===== src/rtl/imm_ext_pipe_pkg.sv =====
// imm_ext_pipe_pkg
//   Shared definitions for the immediate-extension pipeline stage:
//   default widths and the 2-bit mode encoding presented by decode.
package imm_ext_pipe_pkg;

  localparam int IMMWIDTH_DEF  = 8;
  localparam int DATAWIDTH_DEF = 16;

  typedef enum logic [1:0] {
    IMM_SEXT   = 2'b00,
    IMM_ZEXT   = 2'b01,
    IMM_UPPER  = 2'b10,
    IMM_PREFIX = 2'b11
  } imm_mode_e;

endpackage


===== src/rtl/imm_ext_pipe_extend.sv =====
// imm_extend
//   Combinational widening of an instruction immediate; successor to the
//   plain sign extender. PREFIX mode produces zero here because prefixes
//   never reach the output register directly.
// Ports:
//   imm   in  IMMWIDTH   raw immediate field
//   mode  in  2          SEXT / ZEXT / UPPER / PREFIX
//   ext   out DATAWIDTH  widened value
module imm_extend
  import imm_ext_pipe_pkg::*;
#(
  parameter int IMMWIDTH  = IMMWIDTH_DEF,
  parameter int DATAWIDTH = DATAWIDTH_DEF
) (
  input  logic [IMMWIDTH-1:0]  imm,
  input  logic [1:0]           mode,
  output logic [DATAWIDTH-1:0] ext
);

  localparam int PW = DATAWIDTH - IMMWIDTH;

  always_comb begin
    ext = '0;
    case (imm_mode_e'(mode))
      IMM_SEXT:  ext = {{PW{imm[IMMWIDTH-1]}}, imm};
      IMM_ZEXT:  ext = {{PW{1'b0}}, imm};
      // Only the low PW bits of the immediate fit above the IMMWIDTH zeros.
      IMM_UPPER: ext = {imm[PW-1:0], {IMMWIDTH{1'b0}}};
      default:   ext = '0;
    endcase
  end

endmodule


===== src/rtl/imm_ext_pipe.sv =====
// imm_ext_pipe
//   Registered immediate extender between decode and the ALU operand mux.
//   Holds a one-deep output register and an optional prefix so that a
//   PREFIX instruction followed by any non-prefix instruction builds a
//   full-width constant {pfx, imm}.
// Ports:
//   clk          in   clock, rising edge
//   reset        in   synchronous, active-high
//   flush        in   drop held output and pending prefix
//   valid_in     in   decode presents an immediate
//   ready_in     out  stage can accept this cycle
//   imm          in   IMMWIDTH raw immediate
//   mode         in   2-bit mode (imm_mode_e)
//   valid_out    out  imm_ext holds a result
//   ready_out    in   ALU consumes the result
//   imm_ext      out  DATAWIDTH registered result
//   pfx_pending  out  prefix stored and not yet consumed
module imm_ext_pipe
  import imm_ext_pipe_pkg::*;
#(
  parameter int IMMWIDTH  = IMMWIDTH_DEF,
  parameter int DATAWIDTH = DATAWIDTH_DEF
) (
  input  logic                 clk,
  input  logic                 reset,
  input  logic                 flush,
  input  logic                 valid_in,
  output logic                 ready_in,
  input  logic [IMMWIDTH-1:0]  imm,
  input  logic [1:0]           mode,
  output logic                 valid_out,
  input  logic                 ready_out,
  output logic [DATAWIDTH-1:0] imm_ext,
  output logic                 pfx_pending
);

  localparam int PW = DATAWIDTH - IMMWIDTH;

  logic                 valid_out_q,   valid_out_d;
  logic [DATAWIDTH-1:0] imm_ext_q,     imm_ext_d;
  logic                 pfx_pending_q, pfx_pending_d;
  logic [PW-1:0]        pfx_reg_q,     pfx_reg_d;

  logic [DATAWIDTH-1:0] ext_val;
  logic                 accept;

  imm_extend #(
    .IMMWIDTH  (IMMWIDTH),
    .DATAWIDTH (DATAWIDTH)
  ) u_extend (
    .imm  (imm),
    .mode (mode),
    .ext  (ext_val)
  );

  // Uniform across modes and independent of flush, so a stall also
  // refuses PREFIX inputs.
  assign ready_in = !valid_out_q || ready_out;
  assign accept   = valid_in && ready_in && !flush;

  always_comb begin
    valid_out_d   = valid_out_q;
    imm_ext_d     = imm_ext_q;
    pfx_pending_d = pfx_pending_q;
    pfx_reg_d     = pfx_reg_q;

    // Drain first; a same-cycle accept below reloads with no bubble.
    if (valid_out_q && ready_out) begin
      valid_out_d = 1'b0;
    end

    if (flush) begin
      valid_out_d   = 1'b0;
      pfx_pending_d = 1'b0;
    end else if (accept) begin
      if (mode == IMM_PREFIX) begin
        pfx_reg_d     = imm[PW-1:0];
        pfx_pending_d = 1'b1;
      end else begin
        // A pending prefix overrides the requested mode.
        imm_ext_d     = pfx_pending_q ? {pfx_reg_q, imm} : ext_val;
        valid_out_d   = 1'b1;
        pfx_pending_d = 1'b0;
      end
    end
  end

  always_ff @(posedge clk) begin
    if (reset) begin
      valid_out_q   <= 1'b0;
      imm_ext_q     <= '0;
      pfx_pending_q <= 1'b0;
      pfx_reg_q     <= '0;
    end else begin
      valid_out_q   <= valid_out_d;
      imm_ext_q     <= imm_ext_d;
      pfx_pending_q <= pfx_pending_d;
      pfx_reg_q     <= pfx_reg_d;
    end
  end

  assign valid_out   = valid_out_q;
  assign imm_ext     = imm_ext_q;
  assign pfx_pending = pfx_pending_q;

endmodule


===== config.mk =====
export PLATFORM = sky130hd
export DESIGN_NAME = imm_ext_pipe
export DESIGN_NICKNAME = d
export VERILOG_FILES = /design/src/rtl/imm_ext_pipe_pkg.sv /design/src/rtl/imm_ext_pipe_extend.sv /design/src/rtl/imm_ext_pipe.sv
export SDC_FILE = /design/constraint.sdc
export NUM_CORES = 1
export LEC_CHECK = 0
export CAP_MARGIN = 30
export CORE_MARGIN = 3
export CORE_UTILIZATION = 40
export CTS_BUF_LIST = sky130_fd_sc_hd__clkbuf_8
export DETAILED_ROUTE_END_ITERATION = 16
export PLACE_DENSITY = 0.67
export SETUP_SLACK_MARGIN = 0.5
export SYNTH_ARGS = -nofsm -noshare
export SYNTH_HDL_FRONTEND = slang
export SYNTH_SLANG_ARGS = --single-unit

===== constraint.sdc =====
create_clock -name clk -period 3.35 [get_ports clk]
set_input_delay 0.67 -clock clk [delete_from_list [all_inputs] [get_ports clk]]
set_output_delay 0.67 -clock clk [all_outputs]
set_load 0.01 [all_outputs]

==> metrics, run 1 <==
final period utilization=82.2%; Cell Pwr Density=383 mW/mm²; DP HPWL=2330 µm; Post-DRT Antenna Nets=0; flops & latches, synth=26; IO Port Bufs=33; Critical Path Source Type=input port; Initial Util=43.5%; Slew Viols, Final=0; syn nets=149; Syn Inst Count=134; clk_skew=0.00723 ns; outcome=finished clean; DRC Markers=0; Comb pwr share=17.8%; switching pwr=0.174 mW; clock power share=32.4%; Critical Path RT=2.68 ns; dominant synthesized flop cell=dfxtp_1; share of cells above drive strength 1=17.0%; drt pass-1 iters=4; Worst setup EP type=primary output; setup TNS=0 ns; cts repair resizes=0; Final Hold Vio Count=0; Post-CTS Setup Bufs=0; sequential fraction of the synthesis area=37.9%; routed wire length=3370 µm; min-delay worst type=flip-flop to flip-flop; Tot GR Track Use=17.3%; area of the die=0.00417 mm²; RSZ-0062 raised after global routing=false; die width=64.6 µm; Post-synth EDFFs=0; yosys warns=0; Rows=20; Post-Synthesis Cell Area=0.00137 mm²; CTS sink cnt=26; CP arrival=2.08 ns; CTS buffer count=3; Routability Congestion=0.772; worst hold margin=0.489 ns; highest clock rate=363 MHz; Critical R2R Launch=pfx_pending; post-synth top area share=37.9%; P_leak=0.556 nW; Worst Max-Slew Pin Slew=0.647 ns; Non-Filler Instances=203; total core area=0.00315 mm²; antenna violations before repair=0; Slew Limit Headroom=56.9%; Synth cell types=28; clock latency on the worst-skew pair=0.28 ns; Remaining Overflow, GRT=0; Worst VDD drop=0.272 mV; CTS tree=built; CTS root buf=clkbuf_8; area growth from synthesis to layout=25.7%; Placed Cells incl. Taps=199; wire length per cell=16.6 µm; maxcap violations=0; final setup violation count=0; crit path launch=ready_out; fin nets=175; Die H=64.6 µm; clock buffer depth=2; Ports=34; H-tree Lvls=1; first-pass GRT wire length=5660 µm; largest net degree at the start of global routing=35; Hold Startpoint=pfx_reg_q[7]; vias in the first global route=1135; antenna diode count=0; vias post-DR=1139; Max Fanout on Critical Path=20; largest area contributor in the netlist=dfxtp_1; crit path time final=2.75 ns; largest cells by area after synthesis=dfxtp_1 38%, a211oi_2 7.3%, nand2b_1 7.3%; sequential fraction of design power=49.7%; Int Pwr=0.486 mW; Synth async-reset ratio=0%; crit path kind=input port to primary output; sw frac=26.3%; Avg Inst Size Synth=10.2 µm²; fin util=54.7%; vias per cell=5.61; Hold-fix buffers, CTS=0; initial DRC count=48; clock-pin transition on the worst setup and hold timing paths=0.10 ns
==> final cells by class <==
cell class / instances / area (µm²)
multi-input cells: 84 / 712
clock buffers: 4 / 55.1
flip-flops and latches: 26 / 520
fillers: 317 / 1430
well taps: 44 / 55.1
inverters: 10 / 37.5
repair buffers: 35 / 345
==> flip-flops by register name, summed over array words and instances (netlist names) <==
| name | flops |
|---|---|
| pfx_reg_q | 8 |
| imm_ext | 16 |
| pfx_pending | 1 |
| valid_out | 1 |
==> power groups by stage <==
stage	sequential [mW]	combinational (mW)	clock, mW
floorplan	0.338	0.0683	0
global placement	0.335	0.115	0
detailed placement	0.335	0.118	0
CTS	0.328	0.118	0.214
global route	0.330	0.128	0.226
finish	0.328	0.118	0.214
==> per-layer routing <==
layer,vias up,wire [µm],track usage [%]
met5,-,0,0
met4,0,33,5.54
met3,5,166,4.16
met2,35,1570,28.2
met1,557,1590,22.4
li1,542,-,-
==> synthesized netlist by cell type, types with 4 or more instances <==
library cell	count
inv_1	9
dfxtp_1	26
a22oi_1	7
nand2b_1	16
a31oi_1	8
a211oi_2	8
mux2i_1	8
mux2_2	7
a311oi_1	8
a31o_1	8
buf_4	4
clkbuf_1	4
==> critical path: stages <==
cell	delay, ns
clkdlybuf4s50_1	0.47
nor2b_2	0.06
inv_2	0.27
clkdlybuf4s50_1	0.61
==> stage by stage <==
stage	instance area [µm²]	setup WS (ns)	power, mW
floorplan	1370	1.50	0.406
detailed placement	1670	0.619	0.453
global placement	1670	0.635	0.450
finish	1730	0.598	0.660
CTS	1730	0.613	0.660
global route	1730	0.553	0.684
==> kinds of logic (layout without fill, tap and decap cells) <==
kind of cell	count (synthesis)	in the layout	synth area share, %
buf+inv	24	49	10.2
flops	26	26	37.9
mux	15	15	11.6
compound gates	44	44	27.2
simple gates	25	25	13.1
==> final timing paths <==
check,to,slack [ns],depth (start not counted)
max reg2reg,imm_ext[4],1.81,3
min reg2reg,pfx_reg_q[7],0.49,2
min,pfx_reg_q[7],0.49,2
max,ready_in,0.60,4
==> layout by cell type (no fill, tap or decap), drive strengths merged, types with 7 or more instances in the layout <==
master         instances
a22oi                  7
clkdlybuf4s50         33
mux2i                  8
nand2b                16
a311oi                 8
a31oi                  8
a211oi                 9
a31o                   8
dfxtp                 26
inv                   10
mux2                   7
(Power assumes the default switching activity.)
==> run 2, diff against run 1 <==
- PLACE_DENSITY: 0.67 -> 0.7
- clock period: 3.35 -> 2.5 ns (I/O delays scaled with it)
==> run 2 against run 1 <==
Net effect:
- non-clock buffer count up 6
- final cell count up 2.5%
- global-route usage up 0.74 points
- clock power up 9.3%
- worst hold slack worse by 0.0037 ns
- cell area up 2.0%
- clock-buffer cell count down 1
- first-iteration DRC count down 31%
- sequential share of layout area down 0.51 points
- critical path depth unchanged
- combinational power up 40%
- critical endpoint unchanged
- largest cell class unchanged
==> metrics, run 2 (synthesis gave the netlist of run 1 again) <==
outcome=finished clean; Max Fanout on Critical Path=2 (-90%); Critical Path Source Type=input port; Critical Path Max Stage Delay=0.41 ns (-0.20 ns); clock latency on the worst-skew pair=0.27 ns (about the same); Ports=34 (unchanged); Slew Viols, Final=0 (unchanged); worst setup margin=0.611 ns (+0.0134 ns); area of the die=0.00417 mm² (unchanged); max reg flops=16 (unchanged); Hold-fix buffers, CTS=0 (unchanged); Remaining Overflow, GRT=0 (unchanged); Slew Limit Headroom=66.4% (+9.5 points); Tot GR Track Use=18.0% (+0.74 points); RSZ-0062 raised after global routing=false; die width=64.6 µm (unchanged); CTS buffer count=3 (unchanged); Design Area, Final=0.00176 mm² (+2.0%); vias post-DR=1160 (+1.8%); Rows=20 (unchanged); clock-pin transition on the worst setup and hold timing paths=0.08 ns (-0.02 ns); CTS root buf=clkbuf_8; Hold Crit Depth=2 (unchanged); clk_skew=0.00782 ns (+0.000584 ns); final setup violation count=0 (unchanged); cell family with most CP delay=buffers and inverters; H-tree Lvls=1 (unchanged); highest clock rate=529 MHz; Final Hold Vio Count=0 (unchanged); CP Cell Sequence=clkdlybuf4s50_1, nor2b_2, inv_2, dlygate4sd2_1; Worst VDD drop=0.418 mV (+54%); crit path kind=input port to primary output; Crit. path cell count=4 (unchanged); routed wire length=3520 µm (+4.7%); final period utilization=75.5%; area growth from synthesis to layout=28.2%; Cell Pwr Density=477 mW/mm² (+25%); largest net degree at the start of global routing=20 (-43%); post-place setup slack=0.339 ns (-0.280 ns); setup TNS=0 ns (unchanged); drt pass-1 iters=4 (unchanged); Post-DRT Antenna Nets=0 (unchanged); clock buffer depth=2 (unchanged); wire length per cell=16.9 µm (+2.2%); Initial Util=43.5% (unchanged); Worst path slowest cell=clkdlybuf4s50_1; vias in the first global route=1171 (+3.2%); fin nets=181 (+3.4%); Critical Path RT=2.00 ns (-0.68 ns); DP Area=0.00171 mm² (+2.2%); CTS sink cnt=26 (unchanged); most common cell after layout, fill and taps aside=clkdlybuf4s50_1; crit path time final=1.89 ns; DP HPWL=2480 µm (+6.6%); CP arrival=1.39 ns (-0.69 ns); reg2reg path depth=5 (+2); min-delay worst type=flip-flop to flip-flop; IO Port Bufs=33 (unchanged); initial DRC count=33 (-31%); vias per cell=5.58 (-0.60%); DRC Markers=0 (unchanged); Routability Congestion=0.787 (+1.8%); fin util=55.8% (+1.1 points); antenna diode count=0 (unchanged); commonest non-fill, non-tap cells in the layout=31 x clkdlybuf4s50_1, 25 x dfxtp_1, 16 x nand2b_1; Worst setup EP type=primary output; share of cells above drive strength 1=20.1% (+3.1 points); P_leak=0.586 nW (+5.3%); maxcap violations=0 (unchanged); Die H=64.6 µm (unchanged); Worst Max-Slew Pin Slew=0.503 ns (-0.143 ns); antenna violations before repair=0 (unchanged); first-pass GRT wire length=5840 µm (+3.3%); total core area=0.00315 mm² (unchanged); CTS tree=built; worst path bufs/invs=3 (unchanged)
[run 2: cell count changes in the layout (fill, tap and decap cells not counted), sizes merged]
cell           change
clkbuf             -1
clkdlybuf4s50      -2
buf                +6
dlygate4sd2        +1
dlymetal6s2s       +1
[run 2: layout make-up]
cell class	count	area, µm²
fill	288	1390
clock buffer	3	41.3
timing repair buffer	41	392
tap	44	55.1
sequential	26	522
multi-input combinational	84	712
inverter	10	37.5
[run 2: worst reg2reg max path: stages (launching register included)]
cell,delay (ns)
dfxtp_1,0.32
nor2b_2,0.16
inv_2,0.05
buf_4,0.23
and3_4,0.38
a31o_1,0.19
[run 2: worst paths after layout]
| path | startpoint | slack [ns] | endpoint |
|---|---|---|---|
| setup / recovery | ready_out | 0.61 | ready_in |
| setup reg to reg | valid_out | 1.12 | imm_ext[5] |
| hold / removal | pfx_reg_q[3] | 0.49 | pfx_reg_q[3] |
| hold reg to reg | pfx_reg_q[3] | 0.49 | pfx_reg_q[3] |
[run 2: layer usage]
metal / up-vias / routed length (µm) / global-route usage [%]
met5: - / 0 / 0
li1: 555 / - / -
met4: 0 / 28 / 2.64
met3: 4 / 268 / 7.28
met2: 38 / 1680 / 29.5
met1: 563 / 1540 / 22.8
[run 2: what timing repair did]
item,in CTS,in global routing
resized for setup,1,2
setup buffers,1,0
setup endpoints to repair,1,6
[run 2: per-stage QoR]
| step | instances | power [mW] | hold WS [ns] |
|---|---|---|---|
| finish | 208 | 0.839 | 0.485 |
| global route | 208 | 0.880 | 0.499 |
| CTS | 208 | 0.845 | 0.490 |
| detailed placement | 204 | 0.614 | 0.474 |
| global placement | 204 | 0.609 | 0.462 |
| floorplan | 134 | 0.544 | 0.449 |
[run 2: where the power goes]
group / leakage [nW] / total, mW / switching, mW / internal (mW)
registers: 0.212 / 0.440 / 0.0101 / 0.430
logic: 0.352 / 0.165 / 0.0800 / 0.0853
clock network: 0.0216 / 0.234 / 0.126 / 0.108
